**src/rtl/rat_cu_irq.sv**
```systemverilog
// RAT CPU multi-cycle control unit: opcode decode, stack/scratch-RAM sequencing,
// scratch-read wait states and interrupt entry with a synchronized request.
module rat_cu_irq #(
    parameter int unsigned MEM_WAIT = 0,
    parameter int unsigned IRQ_SYNC = 2
) (
    input  logic       clk,
    input  logic       reset,
    input  logic       c,
    input  logic       z,
    input  logic       interrupt,
    input  logic [6:0] opcode,
    output logic       pc_ld,
    output logic       pc_inc,
    output logic [1:0] pc_mux_sel,
    output logic       rf_wr,
    output logic [1:0] rf_wr_sel,
    output logic       alu_opy_sel,
    output logic [3:0] alu_sel,
    output logic       sp_ld,
    output logic       sp_incr,
    output logic       sp_decr,
    output logic       scr_we,
    output logic [1:0] scr_addr_sel,
    output logic       scr_data_sel,
    output logic       flg_c_set,
    output logic       flg_c_clr,
    output logic       flg_c_ld,
    output logic       flg_z_ld,
    output logic       flg_ld_sel,
    output logic       flg_shad_ld,
    output logic       io_strb,
    output logic       i_flag,
    output logic       rst
);

    localparam int unsigned CNT_W     = 2;
    localparam int unsigned WAIT_INIT = (MEM_WAIT != 0) ? MEM_WAIT - 1 : 0;
    localparam bit          HAS_WAIT  = (MEM_WAIT != 0);

    typedef enum logic [2:0] {ST_INIT, ST_FETCH, ST_EXEC, ST_WAIT, ST_INTR} state_t;

    state_t              state, state_nx;
    logic [CNT_W-1:0]    cnt;
    logic [IRQ_SYNC-1:0] irq_sync;
    logic                irq_s;
    logic                fin, i_set, i_clr;

    logic       d_pc_ld, d_rf_wr, d_alu_opy_sel, d_sp_ld, d_sp_incr, d_sp_decr;
    logic       d_scr_we, d_scr_data_sel, d_flg_c_set, d_flg_c_clr, d_flg_c_ld;
    logic       d_flg_z_ld, d_flg_ld_sel, d_io_strb, d_i_set, d_i_clr, is_read;
    logic [1:0] d_pc_mux_sel, d_rf_wr_sel, d_scr_addr_sel;
    logic [3:0] d_alu_sel, alu_k;
    logic       alu_hit, alu_imm;

    assign irq_s = irq_sync[IRQ_SYNC-1];

    // Opcode decode, independent of sequencing state
    always_comb begin
        d_pc_ld = 1'b0;  d_pc_mux_sel = 2'd0;  d_rf_wr = 1'b0;  d_rf_wr_sel = 2'd0;
        d_alu_opy_sel = 1'b0;  d_alu_sel = 4'd0;  d_sp_ld = 1'b0;  d_sp_incr = 1'b0;
        d_sp_decr = 1'b0;  d_scr_we = 1'b0;  d_scr_addr_sel = 2'd0;  d_scr_data_sel = 1'b0;
        d_flg_c_set = 1'b0;  d_flg_c_clr = 1'b0;  d_flg_c_ld = 1'b0;  d_flg_z_ld = 1'b0;
        d_flg_ld_sel = 1'b0;  d_io_strb = 1'b0;  d_i_set = 1'b0;  d_i_clr = 1'b0;
        is_read = 1'b0;  alu_hit = 1'b0;  alu_imm = 1'b0;  alu_k = 4'd0;

        // ALU index 0..9: AND OR EXOR TEST ADD ADDC SUB SUBC CMP MOV
        if (opcode[6:4] == 3'b000 && opcode[3:0] <= 4'd9) begin
            alu_hit = 1'b1;
            alu_k   = opcode[3:0];
        end else if (opcode[6] && opcode[6:2] <= 5'b11000) begin
            alu_hit = 1'b1;
            alu_imm = 1'b1;
            alu_k   = 4'(opcode[6:2] - 5'd16);
        end else if (opcode[6:2] == 5'b11011) begin
            alu_hit = 1'b1;
            alu_imm = 1'b1;
            alu_k   = 4'd9;
        end

        casez (opcode)
            7'b01000??: begin
                d_alu_sel = 4'd9 + {2'b00, opcode[1:0]};
                d_rf_wr = 1'b1;  d_flg_c_ld = 1'b1;  d_flg_z_ld = 1'b1;
            end
            7'b0100100: begin
                d_alu_sel = 4'd13;
                d_rf_wr = 1'b1;  d_flg_c_ld = 1'b1;  d_flg_z_ld = 1'b1;
            end
            7'b11001??: begin d_rf_wr = 1'b1; d_rf_wr_sel = 2'd3; end
            7'b11010??: d_io_strb = 1'b1;
            7'b0010000: d_pc_ld = 1'b1;
            7'b0010010: d_pc_ld = z;
            7'b0010011: d_pc_ld = ~z;
            7'b0010100: d_pc_ld = c;
            7'b0010101: d_pc_ld = ~c;
            7'b0010001: begin
                d_pc_ld = 1'b1;  d_scr_we = 1'b1;  d_scr_addr_sel = 2'd3;
                d_scr_data_sel = 1'b1;  d_sp_decr = 1'b1;
            end
            7'b0110010, 7'b0110110, 7'b0110111: begin
                is_read = 1'b1;  d_pc_ld = 1'b1;  d_pc_mux_sel = 2'd1;
                d_scr_addr_sel = 2'd2;  d_sp_incr = 1'b1;
                if (opcode[2]) begin
                    d_flg_ld_sel = 1'b1;  d_flg_c_ld = 1'b1;  d_flg_z_ld = 1'b1;
                    d_i_set = opcode[0];  d_i_clr = ~opcode[0];
                end
            end
            7'b0100101: begin d_scr_we = 1'b1; d_scr_addr_sel = 2'd3; d_sp_decr = 1'b1; end
            7'b0100110: begin
                is_read = 1'b1;  d_rf_wr = 1'b1;  d_rf_wr_sel = 2'd1;
                d_scr_addr_sel = 2'd2;  d_sp_incr = 1'b1;
            end
            7'b0001010: begin is_read = 1'b1; d_rf_wr = 1'b1; d_rf_wr_sel = 2'd1; end
            7'b11100??: begin
                is_read = 1'b1;  d_rf_wr = 1'b1;  d_rf_wr_sel = 2'd1;  d_scr_addr_sel = 2'd1;
            end
            7'b0001011: d_scr_we = 1'b1;
            7'b11101??: begin d_scr_we = 1'b1; d_scr_addr_sel = 2'd1; end
            7'b0101000: d_sp_ld = 1'b1;
            7'b0101001: begin d_rf_wr = 1'b1; d_rf_wr_sel = 2'd2; end
            7'b0110000: d_flg_c_clr = 1'b1;
            7'b0110001: d_flg_c_set = 1'b1;
            7'b0110100: d_i_set = 1'b1;
            7'b0110101: d_i_clr = 1'b1;
            default: begin
                if (alu_hit) begin
                    d_alu_opy_sel = alu_imm;
                    d_rf_wr = (alu_k != 4'd3) && (alu_k != 4'd8);
                    if (alu_k <= 4'd3) begin
                        d_flg_c_clr = 1'b1;  d_flg_z_ld = 1'b1;
                    end else if (alu_k <= 4'd8) begin
                        d_flg_c_ld = 1'b1;  d_flg_z_ld = 1'b1;
                    end
                    case (alu_k)
                        4'd0:    d_alu_sel = 4'd5;
                        4'd1:    d_alu_sel = 4'd6;
                        4'd2:    d_alu_sel = 4'd7;
                        4'd3:    d_alu_sel = 4'd8;
                        4'd4:    d_alu_sel = 4'd0;
                        4'd5:    d_alu_sel = 4'd1;
                        4'd6:    d_alu_sel = 4'd2;
                        4'd7:    d_alu_sel = 4'd3;
                        4'd8:    d_alu_sel = 4'd4;
                        default: d_alu_sel = 4'd14;
                    endcase
                end
            end
        endcase
    end

    // Next state and strobes; write strobes only in the final execute cycle
    always_comb begin
        state_nx = state;
        pc_ld = 1'b0;  pc_inc = 1'b0;  pc_mux_sel = 2'd0;  rf_wr = 1'b0;  rf_wr_sel = 2'd0;
        alu_opy_sel = 1'b0;  alu_sel = 4'd0;  sp_ld = 1'b0;  sp_incr = 1'b0;  sp_decr = 1'b0;
        scr_we = 1'b0;  scr_addr_sel = 2'd0;  scr_data_sel = 1'b0;  flg_c_set = 1'b0;
        flg_c_clr = 1'b0;  flg_c_ld = 1'b0;  flg_z_ld = 1'b0;  flg_ld_sel = 1'b0;
        flg_shad_ld = 1'b0;  io_strb = 1'b0;  fin = 1'b0;  i_set = 1'b0;  i_clr = 1'b0;
        rst = (state == ST_INIT);

        if (!reset) begin
            case (state)
                ST_INIT:  state_nx = ST_FETCH;
                ST_FETCH: begin
                    pc_inc   = 1'b1;
                    state_nx = ST_EXEC;
                end
                ST_EXEC, ST_WAIT: begin
                    pc_mux_sel   = d_pc_mux_sel;
                    rf_wr_sel    = d_rf_wr_sel;
                    alu_opy_sel  = d_alu_opy_sel;
                    alu_sel      = d_alu_sel;
                    scr_addr_sel = d_scr_addr_sel;
                    scr_data_sel = d_scr_data_sel;
                    flg_ld_sel   = d_flg_ld_sel;
                    fin = (state == ST_WAIT) ? (cnt == '0) : !(is_read && HAS_WAIT);
                    if (fin) begin
                        pc_ld = d_pc_ld;  rf_wr = d_rf_wr;  sp_ld = d_sp_ld;
                        sp_incr = d_sp_incr;  sp_decr = d_sp_decr;  scr_we = d_scr_we;
                        flg_c_set = d_flg_c_set;  flg_c_clr = d_flg_c_clr;
                        flg_c_ld = d_flg_c_ld;  flg_z_ld = d_flg_z_ld;  io_strb = d_io_strb;
                        i_set = d_i_set;  i_clr = d_i_clr;
                        state_nx = (irq_s && i_flag) ? ST_INTR : ST_FETCH;
                    end else begin
                        state_nx = ST_WAIT;
                    end
                end
                ST_INTR: begin
                    pc_ld = 1'b1;  pc_mux_sel = 2'd2;  scr_we = 1'b1;  scr_addr_sel = 2'd3;
                    scr_data_sel = 1'b1;  sp_decr = 1'b1;  flg_shad_ld = 1'b1;
                    i_clr = 1'b1;
                    state_nx = ST_FETCH;
                end
                default: state_nx = ST_INIT;
            endcase
        end
    end

    // State, wait counter, interrupt enable and request synchronizer
    always_ff @(posedge clk) begin
        if (reset) begin
            state    <= ST_INIT;
            cnt      <= '0;
            i_flag   <= 1'b0;
            irq_sync <= '0;
        end else begin
            state       <= state_nx;
            irq_sync[0] <= interrupt;
            for (int unsigned i = 1; i < IRQ_SYNC; i++) begin
                irq_sync[i] <= irq_sync[i-1];
            end
            if (state == ST_EXEC) begin
                cnt <= CNT_W'(WAIT_INIT);
            end else if (state == ST_WAIT && cnt != '0) begin
                cnt <= cnt - CNT_W'(1);
            end
            if (i_clr) begin
                i_flag <= 1'b0;
            end else if (i_set) begin
                i_flag <= 1'b1;
            end
        end
    end

endmodule

```
**config.mk**
```make
export PLATFORM = sky130hd
export DESIGN_NAME = rat_cu_irq
export DESIGN_NICKNAME = d
export VERILOG_FILES = /design/src/rtl/rat_cu_irq.sv
export SDC_FILE = /design/constraint.sdc
export NUM_CORES = 1
export LEC_CHECK = 0
export ABC_AREA = 0
export BUFFER_PORTS_ARGS = -buffer_cell sky130_fd_sc_hd__buf_2
export CAP_MARGIN = 15
export CORE_MARGIN = 2
export CORE_UTILIZATION = 52
export CTS_CLUSTER_DIAMETER = 200
export DETAILED_ROUTE_END_ITERATION = 16
export PLACE_DENSITY = 0.78
export SLEW_MARGIN = 25
export SYNTH_ARGS = -nofsm -noshare
export SYNTH_HDL_FRONTEND = slang
export SYNTH_SLANG_ARGS = --single-unit
export TNS_END_PERCENT = 30
```
**constraint.sdc**
```tcl
create_clock -name clk -period 5 [get_ports clk]
set_input_delay 1.25 -clock clk [delete_from_list [all_inputs] [get_ports clk]]
set_output_delay 1.25 -clock clk [all_outputs]
set_load 0.01 [all_outputs]
```
---- Yosys cells after proc, flatten, opt, wreduce, memory -nomap -nowiden ----
Memories as Yosys holds them, arrays and structs flattened.
Index checks and enable logic that the tools add are counted.
storage, ports and cells
  input bits .............................. 12
  memories ................................ 1
  register bits ........................... 8
  output and inout port bits .............. 28
  memory bits (read-only) ................. 64
memory list
  memory            words  width  read ports  clocked after memory_dff  wr ports  line  RTL
  (name not given)  16     4      1           0                         0         135   case (alu_k)
cells by class
  equality and inequality tests ........... 32
  muxes and demuxes ....................... 101
  reductions and logical operators ........ 27
  bitwise operators ....................... 3
  $lt $le $gt $ge ......................... 4
  $add $sub $neg .......................... 3
operator list
  kind                                                                    count
  7-bit by 6-bit equality test with 1-bit output (second input constant)  12
  1-bit two-way mux                                                       71
  7-bit by 5-bit equality test with 1-bit output (second input constant)  6
  5-bit equality test (second input constant)                             5
  25-bit OR reduction                                                     1
  4-bit two-way mux                                                       6
  24-bit OR reduction                                                     1
  23-bit OR reduction                                                     1
  20-bit OR reduction                                                     1
  1-bit case mux with 2 select lines                                      9
  18-bit OR reduction                                                     1
  7-bit by 4-bit equality test with 1-bit output (second input constant)  2
  2-bit OR reduction                                                      7
  2-bit case mux with 3 select lines                                      2
  4-bit case mux with 3 select lines                                      1
  3-bit case mux with 3 select lines                                      1
  4-bit <= comparator (second input constant)                             2
  2-bit two-way mux                                                       4
  2-bit case mux with 2 select lines                                      2
  4-bit OR reduction                                                      2
  7-bit OR reduction                                                      1
  3-bit by 2-bit equality test with 1-bit output (second input constant)  2
  3-bit zero test                                                         2
  3-bit two-way mux                                                       2
  18 further kinds                                                        26

---- Longest topological paths before layout ----
  word-level depth ........................ 12
  gate-level depth with buffers ........... 10

---- Worst setup path before layout ----
No wires, ideal clock.
  path type ............................... input to output
  start point ............................. input opcode[1]
  end point ............................... output alu_sel[1]
  stages on the path ...................... 10
  slack ................................... 0.537 ns
  data arrival time ....................... 3.213 ns
  data required time ...................... 3.750 ns
  cell sequence ........................... inv_1 -> ha_1 -> o21bai_1 -> a211oi_1 -> a31oi_1 -> ha_1 -> or3_1 -> nand2_1 -> o21ai_0 -> o21ai_0
on the way
  word-level cells in the longest chain between the ends .. 8
  elaborated cells on any way between the ends .. 31
  those cells by class .................... add/sub: 1; order compare: 1; eq/ne: 20; mux: 6; reduce/logical: 2; memory: 1
RTL lines
  item                                    line  RTL
  from (decl)                             12    input logic [6:0] opcode,
  4-bit <= comparator                     68    if (opcode[6:4] == 3'b000 && opcode[3:0] <= 4'd9) begin
  1-bit logical AND                       68
  4-bit two-way mux                       68
  memory 16 x 4 bit                       --
  4-bit two-way mux                       127   if (alu_hit) begin
  4-bit case mux with 3 select lines (*)  81    casez (opcode)
  4-bit two-way mux (*)                   163   case (state)
  4-bit two-way mux (*)                   162   if (!reset) begin
  to (decl)                               19    output logic [3:0] alu_sel,
Every way passes the cells marked *; elsewhere a longest branch is shown, timed or not.

---- Worst setup path in the final report ----
  start point ............................. input opcode[0]
  end point ............................... output alu_sel[1]
The elaborated chain is that of the path after synthesis.

==> flow_metrics.env <==
export IMPL_core_um2=2410
export IMPL_cts_resized=0
export IMPL_nFillCells=231
export IMPL_post_route_cell_area_um2=1540
export IMPL_clk_latency_ns=0.27
export IMPL_firstDrtPassIters=4
export IMPL_rsz0062_at_grt="no"
export IMPL_crit_chain="buf_2 > inv_1 > ha_1 > o21bai_1 > a211oi_1 > a31oi_1 > ha_1 > or3_1 > nand2_1 > o21ai_0 > o21ai_0 > buf_2"
export IMPL_p_per_area_nw_per_um2=134
export IMPL_syn_mean_instance_area_um2=6.42
export IMPL_yosysMostFrequentCell="nand2_1"
export IMPL_htreeDepth=1
export IMPL_clk_pin_slew_worst_paths_ns=0.06
export IMPL_portBuffers=39
export IMPL_wirelength_um=3820
export IMPL_synth_area_leaders="dfxtp_1 (12%), nand2_1 (7.3%), a21oi_1 (7.0%)"
export IMPL_cts_setup_buffers=0
export IMPL_syn2layout_area_growth_pct=19.5
export IMPL_worstSetupEndpointType="output pin"
export IMPL_cts_buffers=3
export IMPL_wire_per_inst_um=14.2
export IMPL_cp_slowest_cell="or3_1"
export IMPL_grtUsageTotal_pct=28.2
export IMPL_outcome="complete, no violations"
export IMPL_required_ns=3.75
export IMPL_synth_cell_area_um2=1290
export IMPL_dp_hpwl_um=3000
export IMPL_ys_types=54
export IMPL_crit_type="input port to output pin"
export IMPL_io_pins=40
export IMPL_fin_util_pct=64.0
export IMPL_ys_ff_latch=8
export IMPL_drc_errors=0
export IMPL_hold_path_class="flip-flop to flip-flop"
export IMPL_synth_top_area_share_pct=12.4
export IMPL_cts_hold_buf=0
export IMPL_dieWidth_um=53.8
export IMPL_p_switching_mw=0.0804
export IMPL_place_area_um2=1520
export IMPL_die_area_um2=2890
export IMPL_vias=1629
export IMPL_synth_nets=220
export IMPL_worst_slew_pin_slew_ns=0.721
export IMPL_power_frac_seq_pct=32.8
export IMPL_combPwrFrac_pct=42.1
export IMPL_crit_path_start_kind="input port"
export IMPL_finalHoldViolCount=0
export IMPL_internal_power_mw=0.127
export IMPL_slew_viol_final=0
export IMPL_timing_max_cap_violations=0
export IMPL_worstPathArrival_ns=3.56
export IMPL_min_period_over_period_pct=96.2
export IMPL_overflow=0
export IMPL_antenna_found_initial=0
export IMPL_ir_drop_uv=169
export IMPL_p_leak_nw=0.757
export IMPL_drive_gt1_share_pct=22.9
export IMPL_yosys_top_cells_count="nand2_1 (25), nor2_1 (24), a21oi_1 (18)"
export IMPL_async_flop_share_pct=0
export IMPL_synth_ff_type="dfxtp_1"
export IMPL_fin_setup_tns_ns=0
export IMPL_drt_initial_drc_count=89
export IMPL_dieHeight_um=53.8
export IMPL_syn_inst=201
export IMPL_tritoncts="built"
export IMPL_start_util_pct=53.5
export IMPL_crit_path_max_incr_delay_ns=0.42
export IMPL_switching_share_pct=38.8
export IMPL_grt_pass1_wl_um=6040
export IMPL_clock_sinks=8
export IMPL_synth_top_area_cell="dfxtp_1"
export IMPL_cts_buffer_depth=2
export IMPL_yosysSeqAreaShare_pct=12.4
export IMPL_slew_headroom_pct=51.3
export IMPL_setup_viol=0
export IMPL_antenna_cells=0
export IMPL_final_antenna_net_count=0
export IMPL_rows=18
export IMPL_period_needed_ns=4.81
export IMPL_cts_root_buffer="clkbuf_4"
export IMPL_power_mw=0.207
export IMPL_grt_pass1_vias=1297
export IMPL_grt_max_degree=25
export IMPL_yosysWarnings=0
export IMPL_synth_edf_count=0
export IMPL_fmax_mhz=208
export IMPL_skew_ns=0.0123
export IMPL_pwr_share_clk_pct=25.1
export IMPL_gp_congestion=0.932
export IMPL_fin_nets=261
export IMPL_avgViaCountPerCell=6.03
export IMPL_crit_path_max_fanout=6
[worst max-delay path, delay by kind of cell]
| kind | cells | cell delay [ns] |
|---|---|---|
| AOI/OAI and AO/OA | 5 | 0.92 |
| adders and majority gates | 2 | 0.49 |
| buffers and inverters | 3 | 0.39 |
| and+or+nand+nor | 2 | 0.51 |
[flip-flops by register name, indices dropped and copies added (netlist names)]
signal and count:
i_flag 1, state 3, irq_sync 2, cnt 2
[path summary, 6_finish.rpt]
| check | from | endpoint | slack (ns) | cells after the start |
|---|---|---|---|---|
| setup / recovery | opcode[0] | alu_sel[1] | 0.19 | 12 |
| setup reg to reg | state[2]$_SDFF_PP0_ | i_flag$_SDFFE_PP0P_ | 3.33 | 6 |
| hold reg to reg | irq_sync[1]$_SDFF_PP0_ | state[2]$_SDFF_PP0_ | 0.44 | 2 |
| hold / removal | irq_sync[1]$_SDFF_PP0_ | state[2]$_SDFF_PP0_ | 0.44 | 2 |
[power groups by stage]
stage	combinational [mW]	sequential [mW]	clock (mW)
2_1_floorplan	0.0602	0.0688	0
3_3_place_gp	0.0849	0.0692	0
3_5_place_dp	0.0851	0.0693	0
4_1_cts	0.0854	0.0679	0.0524
5_1_grt	0.0958	0.0681	0.0554
6_report	0.0872	0.0679	0.0519
[cell usage in the layout (no fill, tap or decap), types with 2 or more instances in the layout]
master	n
ha_1	7
a21oi_1	18
o22ai_1	3
and3_1	3
nand2b_1	5
nand3_1	6
mux2i_1	3
nor4_1	2
xnor2_1	2
a31oi_1	2
o21ai_0	14
and2_1	2
a211oi_1	2
or3b_1	2
clkbuf_4	3
nand2_1	25
nor2_1	24
a21o_1	2
nand4_1	3
dfxtp_1	8
nor3_1	7
or3_1	2
buf_2	39
nor2b_1	8
inv_1	13
a21boi_0	2
o21bai_1	2
buf_4	6
or2_2	2
[layout make-up]
cell class	instances	area [um2]	share of cell area, %
tap	30	37.5	2.44
clock buffer	3	22.5	1.46
multi-input combinational	170	1030	66.7
timing repair buffer	45	240	15.6
inverter	14	52.6	3.41
sequential	8	160	10.4
[cell families after synthesis]
family | Yosys count | share of synthesized area [%]
AOI/OAI and AO/OA | 56 | 27.4
xor gates and xnor gates | 3 | 2.04
adders and majority gates | 7 | 6.79
buffers and inverters | 23 | 7.86
DFF | 8 | 12.4
muxes | 4 | 3.20
and+or+nand+nor | 100 | 40.4
[per-stage QoR]
stage	hold slack [ns]	setup WS (ns)	std cells
5_1_grt	0.452	0.00101	270
3_3_place_gp	0.417	0.332	267
2_1_floorplan	0.414	0.537	201
3_5_place_dp	0.432	0.202	267
4_1_cts	0.432	0.204	270
6_report	0.435	0.191	270
[metal layers]
layer / global-route usage [%] / share of wire [%] / vias up
met1: 40.7 / 41 / 730
met2: 42.5 / 46 / 95
met5: 0 / 0 / -
met4: 6.84 / 2.4 / 0
li1: - / - / 794
met3: 5.83 / 10 / 10
(Power assumes the default switching activity.)
